<file path="src/rtl/arb_mux_pkg.sv">
// Shared definitions for the arb_mux flow-controlled merge point:
// arbitration mode encodings and the select-width helper.
package mux_pkg;

    localparam logic MODE_FIXED       = 1'b0;
    localparam logic MODE_ROUND_ROBIN = 1'b1;

    // At least one select bit, even for a two-channel merge.
    function automatic int sel_width(input int n);
        return (n <= 2) ? 1 : $clog2(n);
    endfunction

endpackage

</file>
<file path="src/rtl/arb_mux_if.sv">
// Handshake bundle between N producers, the arb_mux merge point and its consumer.
// The slave modport is the arb_mux view; master is the producer/consumer side.
interface arb_mux_if #(
    parameter int WIDTH    = 8,
    parameter int CHANNELS = 8
);
    import mux_pkg::*;

    localparam int SEL_W = sel_width(CHANNELS);

    logic [CHANNELS*WIDTH-1:0] in_data;
    logic [CHANNELS-1:0]       in_valid;
    logic [CHANNELS-1:0]       in_ready;
    logic                      mode;
    logic [SEL_W-1:0]          slct;
    logic [WIDTH-1:0]          out_data;
    logic [SEL_W-1:0]          out_chan;
    logic                      out_valid;
    logic                      out_ready;

    modport slave (
        input  in_data, in_valid, mode, slct, out_ready,
        output in_ready, out_data, out_chan, out_valid
    );

    modport master (
        output in_data, in_valid, mode, slct, out_ready,
        input  in_ready, out_data, out_chan, out_valid
    );

endinterface

</file>
<file path="src/rtl/arb_mux_rr_arbiter.sv">
// Wrap-around priority scan: starting at ptr, grant the first requesting
// channel. Produces a one-hot grant plus its encoded index.
module rr_arbiter
    import mux_pkg::*;
#(
    parameter int CHANNELS = 8,
    parameter int SEL_W    = sel_width(CHANNELS)
) (
    input  logic [CHANNELS-1:0] req,
    input  logic [SEL_W-1:0]    ptr,
    input  logic                enable,
    output logic [CHANNELS-1:0] grant,
    output logic [SEL_W-1:0]    idx
);

    // One extra bit so ptr + offset never overflows before the modulo wrap.
    logic [SEL_W:0] cand;
    logic           found;

    always_comb begin
        grant = '0;
        idx   = '0;
        found = 1'b0;
        cand  = '0;
        for (int i = 0; i < CHANNELS; i++) begin
            cand = {1'b0, ptr} + (SEL_W+1)'(i);
            if (cand >= (SEL_W+1)'(CHANNELS)) begin
                cand = cand - (SEL_W+1)'(CHANNELS);
            end
            if (enable && !found && req[cand[SEL_W-1:0]]) begin
                grant[cand[SEL_W-1:0]] = 1'b1;
                idx                    = cand[SEL_W-1:0];
                found                  = 1'b1;
            end
        end
    end

endmodule

</file>
<file path="src/rtl/arb_mux.sv">
// N-channel valid/ready merge with FIXED or ROUND_ROBIN arbitration and a
// single registered output entry; out_ready passes straight through to in_ready.
module arb_mux
    import mux_pkg::*;
#(
    parameter int WIDTH    = 8,
    parameter int CHANNELS = 8,
    parameter int SEL_W    = sel_width(CHANNELS)
) (
    input logic      clk,
    input logic      rst_n,
    arb_mux_if.slave bus
);

    logic [CHANNELS-1:0] fixed_grant;
    logic [CHANNELS-1:0] rr_grant;
    logic [CHANNELS-1:0] grant;
    logic [SEL_W-1:0]    rr_idx;
    logic [SEL_W-1:0]    grant_idx;
    logic [WIDTH-1:0]    sel_data;
    logic                rr_mode;
    logic                free;
    logic                push;

    logic                out_valid_q, out_valid_d;
    logic [WIDTH-1:0]    out_data_q,  out_data_d;
    logic [SEL_W-1:0]    out_chan_q,  out_chan_d;
    logic [SEL_W-1:0]    ptr_q,       ptr_d;

    assign rr_mode = (bus.mode == MODE_ROUND_ROBIN);

    // Out-of-range selects (possible when CHANNELS is not a power of two) grant nothing.
    always_comb begin
        fixed_grant = '0;
        if ({1'b0, bus.slct} < (SEL_W+1)'(CHANNELS)) begin
            fixed_grant[bus.slct] = bus.in_valid[bus.slct];
        end
    end

    rr_arbiter #(
        .CHANNELS (CHANNELS),
        .SEL_W    (SEL_W)
    ) u_rr_arbiter (
        .req    (bus.in_valid),
        .ptr    (ptr_q),
        .enable (rr_mode),
        .grant  (rr_grant),
        .idx    (rr_idx)
    );

    always_comb begin
        grant     = rr_mode ? rr_grant : fixed_grant;
        grant_idx = rr_mode ? rr_idx   : bus.slct;
        sel_data  = '0;
        for (int i = 0; i < CHANNELS; i++) begin
            if (grant[i]) begin
                sel_data = bus.in_data[i*WIDTH +: WIDTH];
            end
        end
    end

    // The entry is free when empty or being popped this cycle; nothing is accepted in reset.
    assign free         = !out_valid_q || bus.out_ready;
    assign push         = free && rst_n && (|grant);
    assign bus.in_ready = grant & {CHANNELS{free && rst_n}};

    always_comb begin
        out_valid_d = out_valid_q;
        out_data_d  = out_data_q;
        out_chan_d  = out_chan_q;
        ptr_d       = ptr_q;
        if (free) begin
            out_valid_d = push;
            if (push) begin
                out_data_d = sel_data;
                out_chan_d = grant_idx;
                ptr_d      = (grant_idx == SEL_W'(CHANNELS - 1)) ? '0 : grant_idx + SEL_W'(1);
            end
        end
    end

    always_ff @(posedge clk) begin
        if (!rst_n) begin
            out_valid_q <= 1'b0;
            out_data_q  <= '0;
            out_chan_q  <= '0;
            ptr_q       <= '0;
        end else begin
            out_valid_q <= out_valid_d;
            out_data_q  <= out_data_d;
            out_chan_q  <= out_chan_d;
            ptr_q       <= ptr_d;
        end
    end

    assign bus.out_valid = out_valid_q;
    assign bus.out_data  = out_data_q;
    assign bus.out_chan  = out_chan_q;

endmodule

</file>
<file path="src/flat_wrapper.sv">
// flat-port wrapper written by rule: the top's interface ports become plain ports
module arb_mux_flat import mux_pkg::*;
#(
    parameter int WIDTH    = 8,
    parameter int CHANNELS = 8,
    parameter int SEL_W    = sel_width(CHANNELS)
)
  (clk, rst_n, bus_in_data, bus_in_valid, bus_mode, bus_slct, bus_out_ready, bus_in_ready, bus_out_data, bus_out_chan, bus_out_valid);
  arb_mux_if #(.WIDTH(WIDTH), .CHANNELS(CHANNELS)) bus_i ();
  input logic clk;
  input logic rst_n;
  input wire logic [$bits(bus_i.in_data)-1:0] bus_in_data;
  input wire logic [$bits(bus_i.in_valid)-1:0] bus_in_valid;
  input wire logic [$bits(bus_i.mode)-1:0] bus_mode;
  input wire logic [$bits(bus_i.slct)-1:0] bus_slct;
  input wire logic [$bits(bus_i.out_ready)-1:0] bus_out_ready;
  output wire logic [$bits(bus_i.in_ready)-1:0] bus_in_ready;
  output wire logic [$bits(bus_i.out_data)-1:0] bus_out_data;
  output wire logic [$bits(bus_i.out_chan)-1:0] bus_out_chan;
  output wire logic [$bits(bus_i.out_valid)-1:0] bus_out_valid;
  assign bus_i.in_data = bus_in_data;
  assign bus_i.in_valid = bus_in_valid;
  assign bus_i.mode = bus_mode;
  assign bus_i.slct = bus_slct;
  assign bus_i.out_ready = bus_out_ready;
  assign bus_in_ready = bus_i.in_ready;
  assign bus_out_data = bus_i.out_data;
  assign bus_out_chan = bus_i.out_chan;
  assign bus_out_valid = bus_i.out_valid;
  arb_mux #(.WIDTH(WIDTH), .CHANNELS(CHANNELS), .SEL_W(SEL_W)) u_core (.clk(clk), .rst_n(rst_n), .bus(bus_i));
endmodule
</file>
<file path="config.mk">
export PLATFORM = sky130hd
export DESIGN_NAME = arb_mux_flat
export DESIGN_NICKNAME = d
export VERILOG_FILES = /design/src/rtl/arb_mux_pkg.sv /design/src/rtl/arb_mux_if.sv /design/src/rtl/arb_mux_rr_arbiter.sv /design/src/rtl/arb_mux.sv /design/src/flat_wrapper.sv
export SDC_FILE = /design/constraint.sdc
export NUM_CORES = 1
export LEC_CHECK = 0
export CORE_MARGIN = 2
export CORE_UTILIZATION = 42
export CTS_CLUSTER_DIAMETER = 150
export DETAILED_ROUTE_END_ITERATION = 10
export HOLD_SLACK_MARGIN = 0.1
export PLACE_DENSITY = 0.81
export SYNTH_ARGS = -nofsm -noshare
export SYNTH_HDL_FRONTEND = slang
export SYNTH_SLANG_ARGS = --single-unit
</file>
<file path="constraint.sdc">
create_clock -name clk -period 4.85 [get_ports clk]
set_input_delay 0.97 -clock clk [delete_from_list [all_inputs] [get_ports clk]]
set_output_delay 0.97 -clock clk [all_outputs]
set_load 0.05 [all_outputs]
</file>
* After elaboration in Yosys (flattened, before gate mapping)
Cells that the tools add are included.
Storage, ports and cells: word-level logic and storage cells 171, output and inout port bits 20, input port bits 79, register bits 15
Cells by class: bitwise gates (word level) 9, add/subtract/negate cells 16, order comparisons 26, reductions and logical operators 37, equality and inequality tests 1, multiplexer cells 78
Operators with widths (count):
- two-way mux 8 bit | 17
- OR 8 bit | 7
- two-way mux 3 bit | 18
- less-than comparator 3 x 4 -> 1 bit, second input constant | 9
- greater-or-equal comparator 4 bit, second input constant | 7
- binary-select mux 1 bit (select 3 bit) | 9
- demux 1 bit (select 3 bit) | 9
- greater-or-equal comparator 3 x 1 -> 1 bit, second input constant | 9
- logical AND 1 bit | 26
- two-way mux 1 bit | 25
- subtractor 3 x 1 -> 3 bit, second input constant | 8
- adder 3 x 3 -> 4 bit, second input constant | 4
- AND 8 bit | 2
- adder 3 x 2 -> 4 bit, second input constant | 2
- zero test 1 bit | 8
- OR reduction 8 bit | 1
- adder 3 x 1 -> 4 bit, second input constant | 1
- greater-or-equal comparator 3 x 4 -> 1 bit, second input constant | 1
- adder 3 x 1 -> 3 bit, second input constant | 1
- equality test 3 bit, second input constant | 1
- AND reduction 2 bit | 1
- logical OR 1 bit | 1

* Logic depth before layout (Yosys ltp)
depth in word-level cells 43, gate-level depth with buffers 18, mapped depth without buffers 15

* Cells and area by module
A second synthesis with hierarchy kept.
Unflattened totals: cells, all modules 357, area total of the unflattened synthesis 2815.2 µm²
Modules (own cells, without submodules):
- arb_mux | sequential area each 300.3 µm², instances 1, cells an instance 219, area an instance 1580.3 µm²
- rr_arbiter | sequential area each 0.0 µm², instances 1, cells an instance 138, area an instance 1234.9 µm²

* Worst setup path before layout
No wires, ideal clock.
path type register -> output, start register u_core.ptr_q[1], end output port bus_in_ready[7], data required time 3.880 ns, stages on the path, launching flop included 16, arrival 3.940 ns, slack -0.060 ns, cells stage by stage dfxtp_1 -> buf_2 -> inv_1 -> ha_1 -> clkbuf_1 -> mux4_2 -> mux2i_1 -> and2_1 -> nand4_1 -> nor3_2 -> nand2_1 -> a21oi_1 -> a221o_1 -> buf_2 -> clkbuf_1 -> and2_1
Between the ends: longest elaborated chain between the ends 36, elaborated cells on any way between the ends 133, those cells by class add/sub (15); order compare (24); mux (56); bitwise (8); reduce/logical (30)
Ends and longest elaborated chain:
- from (decl) | line arb_mux.sv:28 | logic [SEL_W-1:0] ptr_q, ptr_d;
- from (signal assigned) | line arb_mux.sv:92 | ptr_q <= ptr_d;
- parallel branches: the longest is 33 deep, another holds adder 3 x 1 -> 4 bit
- two-way mux 8 bit * | line arb_mux_rr_arbiter.sv:30 | if (enable && !found && req[cand[SEL_W-1:0]]) begin
- two-way mux 8 bit * | line arb_mux.sv:52 | grant = rr_mode ? rr_grant : fixed_grant;
- AND 8 bit * | line arb_mux.sv:65 | assign bus.in_ready = grant & {CHANNELS{free && rst_n}};
- to (decl) | line flat_wrapper.sv:17 | output wire logic [$bits(bus_i.in_ready)-1:0] bus_in_ready;
Mark *: on every way between the ends. The select of a mux whose other input is x is not followed.

* Worst setup path after layout
start input port bus_in_valid[3], end output port bus_in_ready[7]
Between the ends: longest elaborated chain between the ends 34, elaborated cells on any way between the ends 65, those cells by class mux (34); bitwise (9); reduce/logical (22)
Ends and longest elaborated chain:
- from (decl) | line flat_wrapper.sv:13 | input wire logic [$bits(bus_i.in_valid)-1:0] bus_in_valid;
- binary-select mux 1 bit (select 3 bit) | line arb_mux_rr_arbiter.sv:30
- two-way mux 1 bit (not written as such) | line arb_mux_rr_arbiter.sv:30
- logical AND 1 bit | line arb_mux_rr_arbiter.sv:30
- two-way mux 1 bit | line arb_mux_rr_arbiter.sv:30
- zero test 1 bit | line arb_mux_rr_arbiter.sv:30
- logical AND 1 bit (2 in a row) | line arb_mux_rr_arbiter.sv:30
- two-way mux 1 bit | line arb_mux_rr_arbiter.sv:30
- zero test 1 bit | line arb_mux_rr_arbiter.sv:30
- [... 15 more ...]
- zero test 1 bit | line arb_mux_rr_arbiter.sv:30
- logical AND 1 bit (2 in a row) | line arb_mux_rr_arbiter.sv:30
- two-way mux 1 bit | line arb_mux_rr_arbiter.sv:30
- zero test 1 bit | line arb_mux_rr_arbiter.sv:30
- logical AND 1 bit (2 in a row) | line arb_mux_rr_arbiter.sv:30
- two-way mux 8 bit | line arb_mux_rr_arbiter.sv:30
- two-way mux 8 bit * | line arb_mux.sv:52
- AND 8 bit * | line arb_mux.sv:65
Mark *: on every way between the ends. The rest lies on a longest branch, timed or not. The select of a mux whose other input is x is not followed.

==> reports/qor.txt <==
I/O pins: 99
n_diodes: 0
DR WL/cell: 21.7 um
Die X: 86.2 um
Tcrit/Tclk final: 0.985
Slew Viols, Final: 0
Syn Nets: 456
Clk pin slew, worst setup/hold paths: 0.06 ns
critical path endpoint category: output port
routed vias: 3751
placed cell area: 4290 sq um
Worst Path Max Fanout: 16
Syn Std Cell Area: 2840 sq um
FMAX: 209 MHz
Die H: 86.2 um
DR DRC count: 0
Synth Register Bits: 15
met3 usage: 0.0448
Seq/Total Area, Yosys: 0.106
vias in the first global route: 3537
grt met2 use: 0.498
most frequent cells in the layout: 87 x clkdlybuf4s50_1, 63 x buf_4, 49 x nand2_1
hold_ws: 0.483 ns
vias per cell: 6.36
critical path arrival: 3.81 ns
Layout Nets: 601
Distinct cells, synth: 75
Worst Tran Pin Value: 0.665 ns
leakage: 1.79 nW
gr ovfl total: 0
Initial Util: 0.440
Num Clock Sinks: 15
First-pass DRT Iterations: 7
status: complete, no violations
setup slack at placement: -0.0460 ns
Post-synth ARST share: 0
Pwr per Cell Area: 654 nW/um^2
area of the multi-input gates: 2450 sq um
Buffers on Ports: 98
final setup vio count: 0
ANT nets after route: 0
Num CTS Buffers: 3
largest net degree at the start of global routing: 33
Setup crit start kind: input pin
gr usage total: 0.329
final hold violations: 0
grt met1 use: 0.495
Tot Pwr: 2.95 mW
most common cell after layout, fill and taps aside: clkdlybuf4s50_1
setup TNS: 0 ns
max cap viols: 0
full die area: 7440 sq um
fin area: 4510 sq um
DP Wirelength: 10100 um
Peak supply drop: 0.000485 V
share of cells above drive strength 1: 0.238
Root Buffer: clkbuf_8
WL final: 12800 um
Gate Count Post-Synth: 369
gr busiest metal: met2
clock latency on the worst-skew pair: 0.25 ns
area grow syn2layout: 58.7%
Rel. slew slack: 0.551
CP required: 3.88 ns
routability cong.: 1.02
first-pass GRT wire length: 19300 um
Final Skew: 0.00375 ns
FP Rows: 29
final worst slack: 0.0709 ns
Setup Crit Path Kind: input pin to output port
Synth warnings: 0
predominant post-synthesis flop cell: dfxtp_1
register area: 300 sq um
H-tree levels: 1
initial DRC count: 445
antenna violations before repair: 0
Avg Inst Size Synth: 7.70 sq um
CTS tree: built
Hold Crit Class: flop to flop
RSZ-0062 raised after global routing: false
clock buffer depth: 2
Fill cells: 517
minimum clock period: 4.78 ns
Post-synth EDFFs: 0
area of the core: 6460 sq um
layout make-up:
| class | count | share of cell area |
|---|---|---|
| repair buffers | 163 | 0.349 |
| inverters | 11 | 0.00916 |
| clock buffers | 4 | 0.00999 |
| multi-input cells | 320 | 0.544 |
| flip-flops and latches | 15 | 0.0666 |
| well taps | 77 | 0.0214 |
cell usage after synthesis (3+ instances only):
| cell type | count | share of area |
|---|---|---|
| nand2_1 | 50 | 0.066 |
| nor2_1 | 23 | 0.030 |
| mux2i_1 | 22 | 0.078 |
| nand3_1 | 17 | 0.030 |
| and2_1 | 15 | 0.033 |
| dfxtp_1 | 15 | 0.11 |
| a21oi_1 | 11 | 0.019 |
| a221oi_1 | 11 | 0.034 |
| clkbuf_1 | 10 | 0.013 |
| o22ai_1 | 10 | 0.022 |
| inv_1 | 9 | 0.012 |
| nor4_1 | 9 | 0.020 |
| o22a_1 | 9 | 0.028 |
| a31oi_1 | 8 | 0.018 |
| ha_1 | 8 | 0.035 |
| nor2b_1 | 8 | 0.018 |
| o31a_1 | 8 | 0.025 |
| mux2_2 | 7 | 0.028 |
| nand4_1 | 7 | 0.015 |
| o21ai_0 | 6 | 0.011 |
| o221ai_1 | 6 | 0.019 |
| o31ai_1 | 6 | 0.016 |
| buf_2 | 5 | 0.0088 |
| mux4_2 | 5 | 0.040 |
| nor3_1 | 5 | 0.0088 |
| nand2b_1 | 4 | 0.0088 |
| o211ai_1 | 4 | 0.011 |
| and3_1 | 3 | 0.0066 |
| buf_4 | 3 | 0.0079 |
| buf_6 | 3 | 0.012 |
| or3_1 | 3 | 0.0066 |
worst paths after layout:
kind,from,endpoint,depth (start not counted),slack (ns)
min reg2reg,u_core.bus.out_chan[2]$_SDFFE_PN0P_,u_core.bus.out_chan[2]$_SDFFE_PN0P_,2,0.48
max,bus_in_valid[3],bus_in_ready[7],11,0.07
max reg2reg,u_core.ptr_q[0]$_SDFFE_PN0P_,u_core.bus.out_data[6]$_SDFFE_PN0P_,17,0.42
min,u_core.bus.out_chan[2]$_SDFFE_PN0P_,u_core.bus.out_chan[2]$_SDFFE_PN0P_,2,0.48
timing repair:
action,CTS,global route
hold buffers,0,0
buffers inserted,0,12
cloned,0,0
gates resized for setup,1,20
setup endpoints to repair,1,8
pin swaps,0,6
cells by family after synthesis:
| logic type | after synthesis | synth area share |
|---|---|---|
| compound gates | 109 | 0.323 |
| xor+xnor | 4 | 0.0123 |
| fa+ha+maj | 8 | 0.0352 |
| buf+inv | 34 | 0.0590 |
| flops | 15 | 0.106 |
| mux | 38 | 0.168 |
| simple gates | 161 | 0.296 |
critical path: stages:
cell	delay [ns]
clkdlybuf4s50_1	0.49
mux4_2	0.52
buf_4	0.18
mux2i_2	0.24
buf_12	0.19
and4_1	0.23
nand2_1	0.15
nor3_2	0.27
a221o_1	0.23
and2_2	0.19
buf_12	0.14
per-layer routing:
metal | vias up | wire (um)
li1 | 1737 | -
met2 | 209 | 5850
met4 | 0 | 297
met5 | - | 0
met3 | 34 | 1160
met1 | 1771 | 5490
registers in the layout (all words and copies together), names as in the netlist:
register	count
u_core.bus.out_data	8
u_core.bus.out_chan	3
u_core.ptr_q	3
u_core.bus.out_valid	1
through the flow:
| step | util | instances |
|---|---|---|
| detailed placement | 0.664 | 574 |
| floorplan | - | 369 |
| global placement | 0.664 | 574 |
| CTS | 0.672 | 578 |
| finish | 0.698 | 590 |
| global route | 0.698 | 590 |
where the power goes:
| part | internal (mW) | switching, mW |
|---|---|---|
| clock | 0.0582 | 0.0426 |
| sequential | 0.183 | 0.0292 |
| combinational | 1.10 | 1.54 |
(Power assumes the default switching activity.)
==> RTL change, RTL diff (same flow settings) <==
`WIDTH` is set to 8 in 3 places; all go to 10.
--- a/src/rtl/arb_mux_if.sv
+++ b/src/rtl/arb_mux_if.sv
@@ -2,5 +2,5 @@
 // The slave modport is the arb_mux view; master is the producer/consumer side.
 interface arb_mux_if #(
-    parameter int WIDTH    = 8,
+    parameter int WIDTH    = 10,
     parameter int CHANNELS = 8
 );
--- a/src/rtl/arb_mux.sv
+++ b/src/rtl/arb_mux.sv
@@ -4,5 +4,5 @@
     import mux_pkg::*;
 #(
-    parameter int WIDTH    = 8,
+    parameter int WIDTH    = 10,
     parameter int CHANNELS = 8,
     parameter int SEL_W    = sel_width(CHANNELS)
--- a/src/flat_wrapper.sv
+++ b/src/flat_wrapper.sv
@@ -2,5 +2,5 @@
 module arb_mux_flat import mux_pkg::*;
 #(
-    parameter int WIDTH    = 8,
+    parameter int WIDTH    = 10,
     parameter int CHANNELS = 8,
     parameter int SEL_W    = sel_width(CHANNELS)
Ports: changed (resized bus_in_data and bus_out_data); port bits go from 99 to 117. The function was not compared with the original's and may differ.
==> RTL change against the original RTL <==
Global-route usage decreased by 0.24 points. Non-clock buffer count is 10 lower. Critical endpoint is now bus_in_ready[0]. Setup slack got worse by 0.0057 ns. Highest routed layer unchanged. Power is 13% higher. Clock skew increased by 0.0034 ns. Sequential cell count grew 2. Fmax fell by 0.12%. Synthesized area up 10%. Critical path type unchanged. Largest cell class unchanged. Final cell count increased by 9.3%. Design area is 4.1% higher. Wire length rose by 7.4%.
==> RTL change: results (changes against the original RTL) <==
stage;metric;value;unit;change
placement;routability_cong;1.04;;+2.4%
final_layout;layout.filler_cells;620;;+20%
global_route;grt_start_max_net_pins;34;;+3.0%
final_layout;largest_reg_flops;10;;+2
sta;timing.slew.headroom;54.4;%;-0.75 points
synthesis;synth_top_cell_area_share;10.9;%;+0.31 points
global_route;grt_pass1_vias;3798;;+7.4%
outcome;outcome;complete, no violations;;
sta;final.setup_skew;0.00712;ns;+0.00338 ns
worst_hold_path;holdCritPathClass;reg2reg;;
synthesis;synth.distinct_cells;74;;-1.3%
power;power.leakage;0.00183;µW;+2.2%
clock_tree;cts_inserted_buffers;3;;unchanged
power;design_power_total;3320;µW;+13%
route;drt-pass1-iter-count;5;;-2
power;maximum_vdd_drop;539;µV;+11%
route;route.detailed.vias_per_inst;6.47;;+1.7%
route;wl;13700;µm;+7.4%
synthesis;seq_area_frac_synth;10.9;%;+0.31 points
setup_path;timing.critical_path.fanout_max;7;;-9
synthesis;xor_and_xnor_area_share_after_synthesis;1.68;%;+0.45 points
clock_tree;root_buffer_cell;clkbuf_8;;
synthesis;synth.net_count;524;;+15%
clock_tree;clock_latency;0.26;ns;
synthesis;synth.cells.most_frequent;nor2_1 (57), nand2_1 (26), a21oi_1 (24), o21ai_0 (24), inv_1 (21);;
synthesis;yosys.area_share.adder;3.20;%;-0.32 points
synthesis;yosys-mux-area-fraction;12.0;%;-4.8 points
synthesis;synth_compound_gate_area_share;39.8;%;+7.5 points
global_route;gr-usage-all-layers;32.7;%;-0.24 points
placement;pre_cts_ws;-0.00285;ns;+0.0431 ns
placement;placement.io_buffers;116;;+18%
synthesis;synthTopCellsByArea;dfxtp_1 (11%), nor2_1 (6.8%), mux4_2 (6.5%), o221ai_1 (4.2%), a21oi_1 (3.8%);;
route;drt-initial-drc-count;614;;+38%
final_layout;drive_gt1_share;17.4;%;-6.4 points
global_route;grt_first_pass_wirelength;21300;µm;+11%
placement;detailed_place_hpwl;11000;µm;+8.9%
final_layout;layout.nets;650;;+8.2%
RTL change: changes by cell type after synthesis, moves of 9 or more:
cell and delta:
nand2_1 -24, o21ai_0 +18, o221ai_1 +9, o22a_1 -9
nor2_1 +34, a32o_1 +10, mux2i_1 -15, inv_1 +12
a21oi_1 +13
RTL change: kinds of logic after synthesis:
kind of cell | Yosys count
simple gates | 158
fa+ha+maj | 8
xor+xnor | 3
compound gates | 157
buf+inv | 54
mux | 24
flops | 17
RTL change: report_power, final:
group | total [µW] | internal [µW] | leakage [µW] | switching [µW]
logic | 2990 | 1190 | 0.00166 | 1800
clock network | 107 | 57.0 | 0.0000255 | 49.7
registers | 225 | 195 | 0.000141 | 30.5
total | 3320 | 1440 | 0.00183 | 1880
RTL change: path summary, 6_finish.rpt:
kind	cells after the start	from	endpoint	slack [ns]
worst min register to register	2	u_core.bus.out_chan[2]	u_core.bus.out_chan[2]	0.46
worst max register to register	14	u_core.ptr_q[0]	u_core.bus.out_data[1]	0.32
worst min-delay path	2	u_core.bus.out_chan[2]	u_core.bus.out_chan[2]	0.46
worst max-delay path	10	bus_in_valid[3]	bus_in_ready[0]	0.07
RTL change: critical path, cell delays in order:
cell and delay (ns):
clkdlybuf4s50_1 0.52, mux4_2 0.54, mux2i_4 0.19, or3b_1 0.43
buf_4 0.18, o221ai_1 0.27, nand3_1 0.17, a31oi_4 0.19
and2_2 0.20, buf_12 0.14
RTL change: per-stage QoR:
| step | area [µm²] | instances |
|---|---|---|
| finish | 4690 | 645 |
| global route | 4690 | 645 |
| CTS | 4660 | 645 |
| detailed placement | 4600 | 640 |
| global placement | 4600 | 640 |
| floorplan | 3140 | 421 |
RTL change: layout make-up:
| type | instances | area (µm²) | area share, % |
|---|---|---|---|
| timing repair buffer | 153 | 1520 | 32.5 |
| clock buffer | 3 | 41.3 | 0.880 |
| multi-input combinational | 350 | 2570 | 54.9 |
| inverter | 22 | 82.6 | 1.76 |
| clock inverter | 1 | 5.00 | 0.107 |
| tap | 99 | 124 | 2.64 |
| sequential | 17 | 340 | 7.25 |
RTL change: timing repair:
action,4_1_cts,5_1_grt
pin swaps,0,1
gates resized for setup,0,11
endpoints found under the setup margin,1,8
setup buffers,1,0
RTL change: routing by layer:
layer,part of all wire (%),global-route usage (%),routed length (µm),vias up
met5,0,0,0,-
met4,3.4,10.3,461,0
met3,9.9,6.18,1360,50
met2,46,51.8,6370,284
met1,40,44.9,5550,1957
li1,-,-,-,1881
